==> src/rtl/fetch_mem_arbiter_if.sv <==
// Fetch/data request ports and memory command port of the shared-memory arbiter.
interface fetch_mem_arbiter_if;
    logic        if_req;
    logic [15:0] if_addr;
    logic [15:0] if_rdata;
    logic        if_done;
    logic        if_stall;
    logic        dm_req;
    logic        dm_wr;
    logic [15:0] dm_addr;
    logic [15:0] dm_wdata;
    logic [15:0] dm_rdata;
    logic        dm_done;
    logic        dm_stall;
    logic        halt;
    logic        mem_en;
    logic        mem_wr;
    logic [15:0] mem_addr;
    logic [15:0] mem_wdata;
    logic [15:0] mem_rdata;
    logic        mem_done;
    logic        mem_dump;
    logic        err;
    logic [1:0]  err_code;

    modport slave (
        input  if_req, if_addr, dm_req, dm_wr, dm_addr, dm_wdata, halt, mem_rdata, mem_done,
        output if_rdata, if_done, if_stall, dm_rdata, dm_done, dm_stall,
               mem_en, mem_wr, mem_addr, mem_wdata, mem_dump, err, err_code
    );
    modport master (
        output if_req, if_addr, dm_req, dm_wr, dm_addr, dm_wdata, halt, mem_rdata, mem_done,
        input  if_rdata, if_done, if_stall, dm_rdata, dm_done, dm_stall,
               mem_en, mem_wr, mem_addr, mem_wdata, mem_dump, err, err_code
    );
endinterface

==> src/rtl/fetch_mem_arbiter.sv <==
// Sequences the single-ported multi-cycle memory between fetch and data requesters.
// Optional ARB_ROUND_ROBIN_EN: alternate priority on ties instead of fixed data-first.
module fetch_mem_arbiter #(
    parameter int TIMEOUT = 64,
    parameter int TW      = 7
) (
    input  logic               clk,
    input  logic               rst,
    fetch_mem_arbiter_if.slave bus
);
    typedef enum logic [2:0] {IDLE, IF_WAIT, DM_WAIT, RESP, DUMP, HALTED} state_t;
    state_t state, nxt;

    logic [TW-1:0] tcnt;
    logic          pend;     // misaligned grant: RESP holds one extra cycle before the done pulse
    logic          gnt_dm;
    logic          wr_q;
    logic          if_done_q, dm_done_q, mem_en_q, mem_wr_q, mem_dump_q, err_q;
    logic [1:0]    err_code_q;
    logic [15:0]   if_rdata_q, dm_rdata_q, mem_addr_q, mem_wdata_q;

    logic          pick_dm, any_req, go_halt, tmo;
    logic [15:0]   sel_addr;
    logic [TW-1:0] tcnt_inc;

`ifdef ARB_ROUND_ROBIN_EN
    logic last_dm;
    assign pick_dm = bus.dm_req & (~bus.if_req | ~last_dm);
`else
    assign pick_dm = bus.dm_req;
`endif
    assign any_req  = bus.dm_req | bus.if_req;
    assign go_halt  = bus.halt & ~bus.dm_req;
    assign sel_addr = pick_dm ? bus.dm_addr : bus.if_addr;
    assign tcnt_inc = tcnt + TW'(1);
    assign tmo      = (tcnt_inc == TW'(TIMEOUT));

    always_ff @(posedge clk or negedge rst) begin
        if (!rst) state <= IDLE;
        else      state <= nxt;
    end

    always_comb begin
        nxt = state;
        case (state)
            IDLE: begin
                if (go_halt)      nxt = DUMP;
                else if (any_req) nxt = sel_addr[0] ? RESP : (pick_dm ? DM_WAIT : IF_WAIT);
            end
            IF_WAIT, DM_WAIT: if (bus.mem_done || tmo) nxt = RESP;
            RESP:             if (!pend) nxt = IDLE;
            DUMP:             nxt = HALTED;
            default:          nxt = HALTED;
        endcase
    end

    always_ff @(posedge clk or negedge rst) begin
        if (!rst) begin
            tcnt        <= '0;
            pend        <= 1'b0;
            gnt_dm      <= 1'b0;
            wr_q        <= 1'b0;
            if_done_q   <= 1'b0;
            dm_done_q   <= 1'b0;
            mem_en_q    <= 1'b0;
            mem_wr_q    <= 1'b0;
            mem_dump_q  <= 1'b0;
            err_q       <= 1'b0;
            err_code_q  <= 2'b00;
            if_rdata_q  <= 16'h0000;
            dm_rdata_q  <= 16'h0000;
            mem_addr_q  <= 16'h0000;
            mem_wdata_q <= 16'h0000;
`ifdef ARB_ROUND_ROBIN_EN
            last_dm     <= 1'b1;
`endif
        end else begin
            if_done_q  <= 1'b0;
            dm_done_q  <= 1'b0;
            mem_en_q   <= 1'b0;
            mem_wr_q   <= 1'b0;
            mem_dump_q <= 1'b0;
            case (state)
                IDLE: if (!go_halt && any_req) begin
                    gnt_dm <= pick_dm;
                    wr_q   <= pick_dm & bus.dm_wr;
                    tcnt   <= '0;
`ifdef ARB_ROUND_ROBIN_EN
                    last_dm <= pick_dm;
`endif
                    if (sel_addr[0]) begin
                        pend <= 1'b1;
                        if (pick_dm) dm_rdata_q <= 16'h0000;
                        else         if_rdata_q <= 16'h0000;
                        if (!err_q) begin
                            err_q      <= 1'b1;
                            err_code_q <= pick_dm ? 2'b10 : 2'b01;
                        end
                    end else begin
                        mem_en_q   <= 1'b1;
                        mem_wr_q   <= pick_dm & bus.dm_wr;
                        mem_addr_q <= sel_addr;
                        if (pick_dm) mem_wdata_q <= bus.dm_wdata;
                    end
                end
                IF_WAIT, DM_WAIT: begin
                    tcnt <= tcnt_inc;
                    if (bus.mem_done || tmo) begin
                        if_done_q <= ~gnt_dm;
                        dm_done_q <= gnt_dm;
                        if (gnt_dm) dm_rdata_q <= (bus.mem_done && !wr_q) ? bus.mem_rdata : 16'h0000;
                        else        if_rdata_q <= bus.mem_done ? bus.mem_rdata : 16'h0000;
                        if (!bus.mem_done && !err_q) begin
                            err_q      <= 1'b1;
                            err_code_q <= 2'b11;
                        end
                    end
                end
                RESP: if (pend) begin
                    pend      <= 1'b0;
                    if_done_q <= ~gnt_dm;
                    dm_done_q <= gnt_dm;
                end
                DUMP:    mem_dump_q <= 1'b1;
                default: ;
            endcase
        end
    end

    assign bus.if_rdata  = if_rdata_q;
    assign bus.if_done   = if_done_q;
    assign bus.if_stall  = bus.if_req & ~if_done_q;
    assign bus.dm_rdata  = dm_rdata_q;
    assign bus.dm_done   = dm_done_q;
    assign bus.dm_stall  = bus.dm_req & ~dm_done_q;
    assign bus.mem_en    = mem_en_q;
    assign bus.mem_wr    = mem_wr_q;
    assign bus.mem_addr  = mem_addr_q;
    assign bus.mem_wdata = mem_wdata_q;
    assign bus.mem_dump  = mem_dump_q;
    assign bus.err       = err_q;
    assign bus.err_code  = err_code_q;
endmodule

==> src/flat_wrapper.sv <==
// flat-port wrapper written by rule: the top's interface ports become plain ports
module fetch_mem_arbiter_flat 
#(
    parameter int TIMEOUT = 64,
    parameter int TW      = 7
)
  (clk, rst, bus_if_req, bus_if_addr, bus_dm_req, bus_dm_wr, bus_dm_addr, bus_dm_wdata, bus_halt, bus_mem_rdata, bus_mem_done, bus_if_rdata, bus_if_done, bus_if_stall, bus_dm_rdata, bus_dm_done, bus_dm_stall, bus_mem_en, bus_mem_wr, bus_mem_addr, bus_mem_wdata, bus_mem_dump, bus_err, bus_err_code);
  fetch_mem_arbiter_if bus_i ();
  input  logic clk;
  input  logic rst;
  input wire logic [$bits(bus_i.if_req)-1:0] bus_if_req;
  input wire logic [$bits(bus_i.if_addr)-1:0] bus_if_addr;
  input wire logic [$bits(bus_i.dm_req)-1:0] bus_dm_req;
  input wire logic [$bits(bus_i.dm_wr)-1:0] bus_dm_wr;
  input wire logic [$bits(bus_i.dm_addr)-1:0] bus_dm_addr;
  input wire logic [$bits(bus_i.dm_wdata)-1:0] bus_dm_wdata;
  input wire logic [$bits(bus_i.halt)-1:0] bus_halt;
  input wire logic [$bits(bus_i.mem_rdata)-1:0] bus_mem_rdata;
  input wire logic [$bits(bus_i.mem_done)-1:0] bus_mem_done;
  output wire logic [$bits(bus_i.if_rdata)-1:0] bus_if_rdata;
  output wire logic [$bits(bus_i.if_done)-1:0] bus_if_done;
  output wire logic [$bits(bus_i.if_stall)-1:0] bus_if_stall;
  output wire logic [$bits(bus_i.dm_rdata)-1:0] bus_dm_rdata;
  output wire logic [$bits(bus_i.dm_done)-1:0] bus_dm_done;
  output wire logic [$bits(bus_i.dm_stall)-1:0] bus_dm_stall;
  output wire logic [$bits(bus_i.mem_en)-1:0] bus_mem_en;
  output wire logic [$bits(bus_i.mem_wr)-1:0] bus_mem_wr;
  output wire logic [$bits(bus_i.mem_addr)-1:0] bus_mem_addr;
  output wire logic [$bits(bus_i.mem_wdata)-1:0] bus_mem_wdata;
  output wire logic [$bits(bus_i.mem_dump)-1:0] bus_mem_dump;
  output wire logic [$bits(bus_i.err)-1:0] bus_err;
  output wire logic [$bits(bus_i.err_code)-1:0] bus_err_code;
  assign bus_i.if_req = bus_if_req;
  assign bus_i.if_addr = bus_if_addr;
  assign bus_i.dm_req = bus_dm_req;
  assign bus_i.dm_wr = bus_dm_wr;
  assign bus_i.dm_addr = bus_dm_addr;
  assign bus_i.dm_wdata = bus_dm_wdata;
  assign bus_i.halt = bus_halt;
  assign bus_i.mem_rdata = bus_mem_rdata;
  assign bus_i.mem_done = bus_mem_done;
  assign bus_if_rdata = bus_i.if_rdata;
  assign bus_if_done = bus_i.if_done;
  assign bus_if_stall = bus_i.if_stall;
  assign bus_dm_rdata = bus_i.dm_rdata;
  assign bus_dm_done = bus_i.dm_done;
  assign bus_dm_stall = bus_i.dm_stall;
  assign bus_mem_en = bus_i.mem_en;
  assign bus_mem_wr = bus_i.mem_wr;
  assign bus_mem_addr = bus_i.mem_addr;
  assign bus_mem_wdata = bus_i.mem_wdata;
  assign bus_mem_dump = bus_i.mem_dump;
  assign bus_err = bus_i.err;
  assign bus_err_code = bus_i.err_code;
  fetch_mem_arbiter #(.TIMEOUT(TIMEOUT), .TW(TW)) u_core (.clk(clk), .rst(rst), .bus(bus_i));
endmodule
==> config.mk <==
export PLATFORM = sky130hd
export DESIGN_NAME = fetch_mem_arbiter_flat
export DESIGN_NICKNAME = d
export VERILOG_FILES = /design/src/rtl/fetch_mem_arbiter_if.sv /design/src/rtl/fetch_mem_arbiter.sv /design/src/flat_wrapper.sv
export SDC_FILE = /design/constraint.sdc
export NUM_CORES = 1
export LEC_CHECK = 0
export ABC_CLOCK_PERIOD_IN_PS = 2640
export BUFFER_PORTS_ARGS = -buffer_cell sky130_fd_sc_hd__buf_2
export CORE_MARGIN = 2
export CORE_UTILIZATION = 48
export CTS_BUF_LIST = sky130_fd_sc_hd__clkbuf_4 sky130_fd_sc_hd__clkbuf_8 sky130_fd_sc_hd__clkbuf_16
export CTS_CLUSTER_SIZE = 12
export DETAILED_ROUTE_END_ITERATION = 16
export PLACE_DENSITY = 0.79
export SLEW_MARGIN = 20
export SYNTH_ARGS = -nofsm -noshare
export SYNTH_HDL_FRONTEND = slang
export SYNTH_SLANG_ARGS = --single-unit
==> constraint.sdc <==
create_clock -name clk -period 2.64 [get_ports clk]
set_input_delay 0.396 -clock clk [delete_from_list [all_inputs] [get_ports clk]]
set_output_delay 0.396 -clock clk [all_outputs]
set_load 0.05 [all_outputs]
* Word-level counts from Yosys, hierarchy flattened
Index checks and enable logic that the tools add are counted.
Widths: inputs -> output; s select.
** Word-level totals
- Word-level logic and storage cells :: 115
- Register bits after elaboration :: 84
- Output and inout port bits :: 74
- Bits of input ports :: 71
** Cells by class
- Eq/ne operators :: 16
- Add/sub/neg operators :: 1
- Bitwise operators :: 10
- Reduce and logical (&&, ||, !) cells :: 22
- Mux-type cells :: 50
** Operators by type and width (count)
- $mux 16 :: 13
- $pmux 16 s2 :: 2
- $reduce_and 6->1 :: 3
- $mux 1 :: 15
- $mux 3 :: 5
- $mux 2 :: 7
- $pmux 7 s2 :: 1
- $ne 2x1->1 const B :: 5
- $ne 2x2->1 const B :: 5
- $pmux 3 s3 :: 1
- $reduce_and 3->1 :: 3
- $pmux 1 s2 :: 4
- $add 7x1->7 const B :: 1
- $eq 7x7->1 const B :: 1
- $mux 7 :: 1
- $eq 3x2->1 const B :: 2
- $not 1->1 :: 5
- $reduce_and 5->1 :: 1
- $and 1x1->1 :: 4
- $logic_not 1->1 :: 4
- $pmux 2 s2 :: 1
- $reduce_and 2->1 :: 2
- $reduce_and 4->1 :: 1
- $reduce_bool 2->1 :: 2
- other kinds (8) :: 10

* Depth between registers and ports, before layout
- Depth in word-level cells :: 6
- Depth in mapped cells :: 8
- Depth with buffers taken out :: 6

* Worst setup path before layout
No wires, ideal clock.
- Path type :: reg-to-reg
- Start :: reg u_core.state[1]
- End :: reg u_core.mem_wdata_q[11] (netlist: u_core.bus.mem_wdata[11])
- Period minus slack after synthesis :: 2.002 ns
- Library setup time :: 0.125 ns
- Setup slack :: 0.638 ns
- Arrival :: 1.877 ns
- Data required time :: 2.515 ns
- Stages on the path, launching flop included :: 8
- Path buffers :: 2
- Path through :: dfrtp_1 > buf_6 > or2_1 > nor2_2 > nand2_1 > nor2_2 > buf_4 > mux2_2
** Between the ends
- Cells in the longest elaborated chain, start to end :: 2
** RTL lines
- start, declared :: RTL line fetch_mem_arbiter.sv:12 : state_t state, nxt;
- start signal, assigned :: RTL line fetch_mem_arbiter.sv:40 : else state <= nxt;
- $logic_not 3->1 :: RTL line fetch_mem_arbiter.sv:83 : case (state)
- $reduce_and 4->1 (no source line)
- end signal, assigned :: RTL line fetch_mem_arbiter.sv:103 : if (pick_dm) mem_wdata_q <= bus.dm_wdata;
- end, declared :: RTL line fetch_mem_arbiter.sv:20 : logic [15:0] if_rdata_q, dm_rdata_q, mem_addr_q, mem_wdata_q;
Every way passes these cells.
A chain may end at the register's enable or synchronous reset.

* Final worst setup path
- Start :: reg u_core.state[0]
- End :: reg u_core.if_rdata_q[7] (netlist: u_core.bus.if_rdata[7])
** Between the ends
- Cells in the longest elaborated chain, start to end :: 4
- Elaborated cells on any way between the ends :: 12
- Classes of those cells :: eq/ne: 7; mux: 1; reduce/logical: 4
** RTL lines
- $eq 3x1->1 or $eq 3x2->1 (tied branches) :: RTL line fetch_mem_arbiter.sv:83
- $reduce_or 2->1 :: RTL line fetch_mem_arbiter.sv:83
- $ne 2x2->1 (no source line), or another cell as far along
- $reduce_and 6->1 (no source line)
- end signal, assigned :: RTL line fetch_mem_arbiter.sv:112 : else if_rdata_q <= bus.mem_done ? bus.mem_rdata : 16'h0000;
- end, declared :: RTL line fetch_mem_arbiter.sv:20
Parallel ways exist; a longest one is shown, timed or not.

==> impl_metrics.tcl <==
set metrics [dict create \
    crit_required_ns 2.93 \
    cp_max_fo 16 \
    io_pins 145 \
    netlist_area_um2 3610 \
    crit_family "compound AO/OA/AOI/OAI gates" \
    cts.sinks 84 \
    clkPwrFrac_pct 17.4 \
    postCtsSetupBuffers 0 \
    synth_edf_count 0 \
    htreeDepth 3 \
    hold_path_startpoint "bus_dm_wdata[9]" \
    port_buffers 143 \
    p_sw_mw 3.25 \
    grt_overflow_total 0 \
    hold_depth 2 \
    synth_nets 371 \
    holdBufCountCts 1 \
    status "complete, no violations" \
    num_vias 2912 \
    ant_nets 0 \
    drc 0 \
    hold_violations 0 \
    final_cell_mix "buf_2 (142), dfrtp_1 (84), a22o_1 (34)" \
    postSynth.asyncResetShare_pct 100 \
    cp_slowest_stage_delay_ns 0.62 \
    crit_start "u_core.state[0]" \
    seq_area_frac_synth_pct 58.2 \
    vias_per_cell 5.33 \
    r2r.worst_path.cells 5 \
    skew_ns 0.0134 \
    wl_per_cell_um 15.3 \
    clk_path_buf_depth 2 \
    power_density_nw_per_um2 1400 \
    intPower_mw 3.29 \
    die_area_um2 8230 \
    fin_crit_ns 2.40 \
    cp.depth 5 \
    fin_nets 514 \
    cts-root-buf "clkbuf_8" \
    p_seq_share_pct 33.5 \
    worst-path-buf-inv 0 \
    grt_pass1_vias 2689 \
    max_freq_mhz 416 \
    power_leakage_nw 2.51 \
    drv_slew 0 \
    maxCapViolations 0 \
    pwr-share-comb_pct 49.1 \
    start_util_pct 49.8 \
    grt_max_degree 51 \
    rr_startpoint "u_core.state[0]" \
    ys.warnings.count 0 \
    finalSetupViolations 0 \
    cts_tree "yes" \
    max_slew.worst_pin.slew_ns 0.789 \
    antenna_found_initial 0 \
    die_y_um 90.7 \
    synth_area_leaders "dfrtp_1 (58%), a22o_1 (8.2%), mux2i_1 (4.4%), o21ai_0 (4.4%), mux2_2 (3.4%)" \
    pre_cts_ws_ns 0.280 \
    grt_setup_unrepaired "no" \
    mostFrequentLayoutCell "buf_2" \
    die_x_um 90.7 \
    layout.cells.non_filler 546 \
    num_rows 31 \
    fin_ws_ns 0.236 \
    avgSynthCellArea_um2 12.1 \
    synth_top_cell_area_share_pct 58.2 \
    syn_to_final_growth_pct 28.9 \
    ys_types 49 \
    diodes 0 \
    dpl.hpwl_um 6050 \
    slew_headroom_pct 47.3 \
    ys_ff_latch 84 \
    clkTransAtPathRegs_ns 0.09 \
    place_inst 529 \
    worstHoldPathType "in -> reg" \
    nFillCells 614 \
    endpoint_kind "register" \
    path_cells "nor3_1 -> a221o_1 -> a31oi_4 -> and4_1 -> a22o_1" \
    gp_congestion 0.843 \
    dr.pass1.iters 4 \
    cts_resized 0 \
    irDropWorstVdd_mv 0.722 \
    yosysTopAreaCell "dfrtp_1" \
    drive_gt1_share_pct 41.4 \
    period_share_pct 91.1 \
    r2r_slack_ns 0.24 \
    totalWireLength_um 8350 \
    worst-setup-path-type "reg -> reg" \
    cts_made_buffers 9 \
    start_kind "register" \
    core_um2 7250 \
    slowest_stage "and4_1" \
    cp.arrival_ns 2.69 \
    p_sw_share_pct 49.7 \
    grtUsageTotal_pct 20.6 \
    synth_flop_cell "dfrtp_1" \
    clk_latency_ns 0.35 \
    drtIter0Drc 138 \
    syn_inst 299 \
    grt_pass1_wl_um 13500 \
    setup_tns_ns 0 \
]
-- path summary, 6_finish.rpt --
kind,endpoint
min in group asynchronous,u_core.bus.mem_wdata[6]
setup / recovery,u_core.bus.if_rdata[7]
hold reg to reg,u_core.bus.mem_wdata[14]
max in group asynchronous,u_core.bus.mem_addr[12]
setup reg to reg,u_core.bus.if_rdata[7]
hold / removal,u_core.bus.mem_wdata[9]
-- power groups by stage --
stage	combinational, mW	sequential (mW)	clock, mW
after detailed placement	3.23	2.20	0
after CTS	3.23	2.18	1.16
after global placement	3.17	2.19	0
after floorplan	0.839	3.81	0
after global routing	3.37	2.26	1.21
final	3.21	2.19	1.14
-- routing by layer --
metal  track usage, %  routed length (um)  part of all wire [%]  up-vias
li1                 -                   -                     -     1371
met1             29.5                3790                    45     1387
met2             31.5                3820                    46      146
met3             3.26                 628                   7.5        8
met4             8.08                 104                   1.2        0
met5                0                   0                     0        -
-- cells by family (layout without fill, tap and decap cells) --
family	count (synthesis)	in the layout	share of synthesized area (%)
compound gates	84	84	16.6
xor+xnor	1	1	0.451
other cells	1	1	0.104
flops	84	84	58.2
fa+ha+maj	1	1	0.347
simple gates	73	73	11.0
buf+inv	23	171	3.81
mux	32	32	9.43
-- synth_stat cells (2+ instances only) --
library cell / n
o21ai_0: 32
a21o_1: 3
buf_4: 3
nor2b_1: 2
dfrtp_1: 84
nor3b_1: 2
and4_1: 3
mux2_1: 5
clkbuf_1: 4
mux2i_1: 16
nand2_1: 29
inv_1: 6
o31ai_1: 2
a21oi_1: 4
nor2_1: 11
mux2_2: 11
buf_6: 3
nand3_1: 4
and4b_1: 3
a2bb2oi_1: 2
nor3_1: 2
nor2_2: 3
a22o_1: 34
and2_1: 2
buf_2: 5
-- registers in the layout (all words and copies together) (netlist names) --
signal,cells
u_core.bus.dm_done,1
u_core.bus.dm_rdata,16
u_core.bus.err,1
u_core.bus.err_code,2
u_core.bus.if_done,1
u_core.bus.if_rdata,16
u_core.bus.mem_addr,15
u_core.bus.mem_dump,1
u_core.bus.mem_en,1
u_core.bus.mem_wdata,16
u_core.bus.mem_wr,1
u_core.gnt_dm,1
u_core.pend,1
u_core.state,3
u_core.tcnt,7
u_core.wr_q,1
-- cell type report --
type	instances	area [um^2]	area share, %
Clock buffer	9	124	2.66
Clock inverter	7	133	2.85
Inverter	6	22.5	0.484
Multi-Input combinational cell	192	1370	29.4
Sequential cell	84	2100	45.2
Tap cell	99	124	2.66
Timing Repair Buffer	149	778	16.7
-- through the flow --
stage	utilization [%]	cell area [um^2]	total power, mW	hold slack, ns
after floorplan	-	3610	4.65	0.100
after global placement	60.5	4390	5.36	0.375
after detailed placement	60.5	4390	5.43	0.384
after CTS	64.2	4650	6.57	0.248
after global routing	64.2	4650	6.84	0.250
final	64.2	4650	6.53	0.263
(Power assumes the default switching activity.)
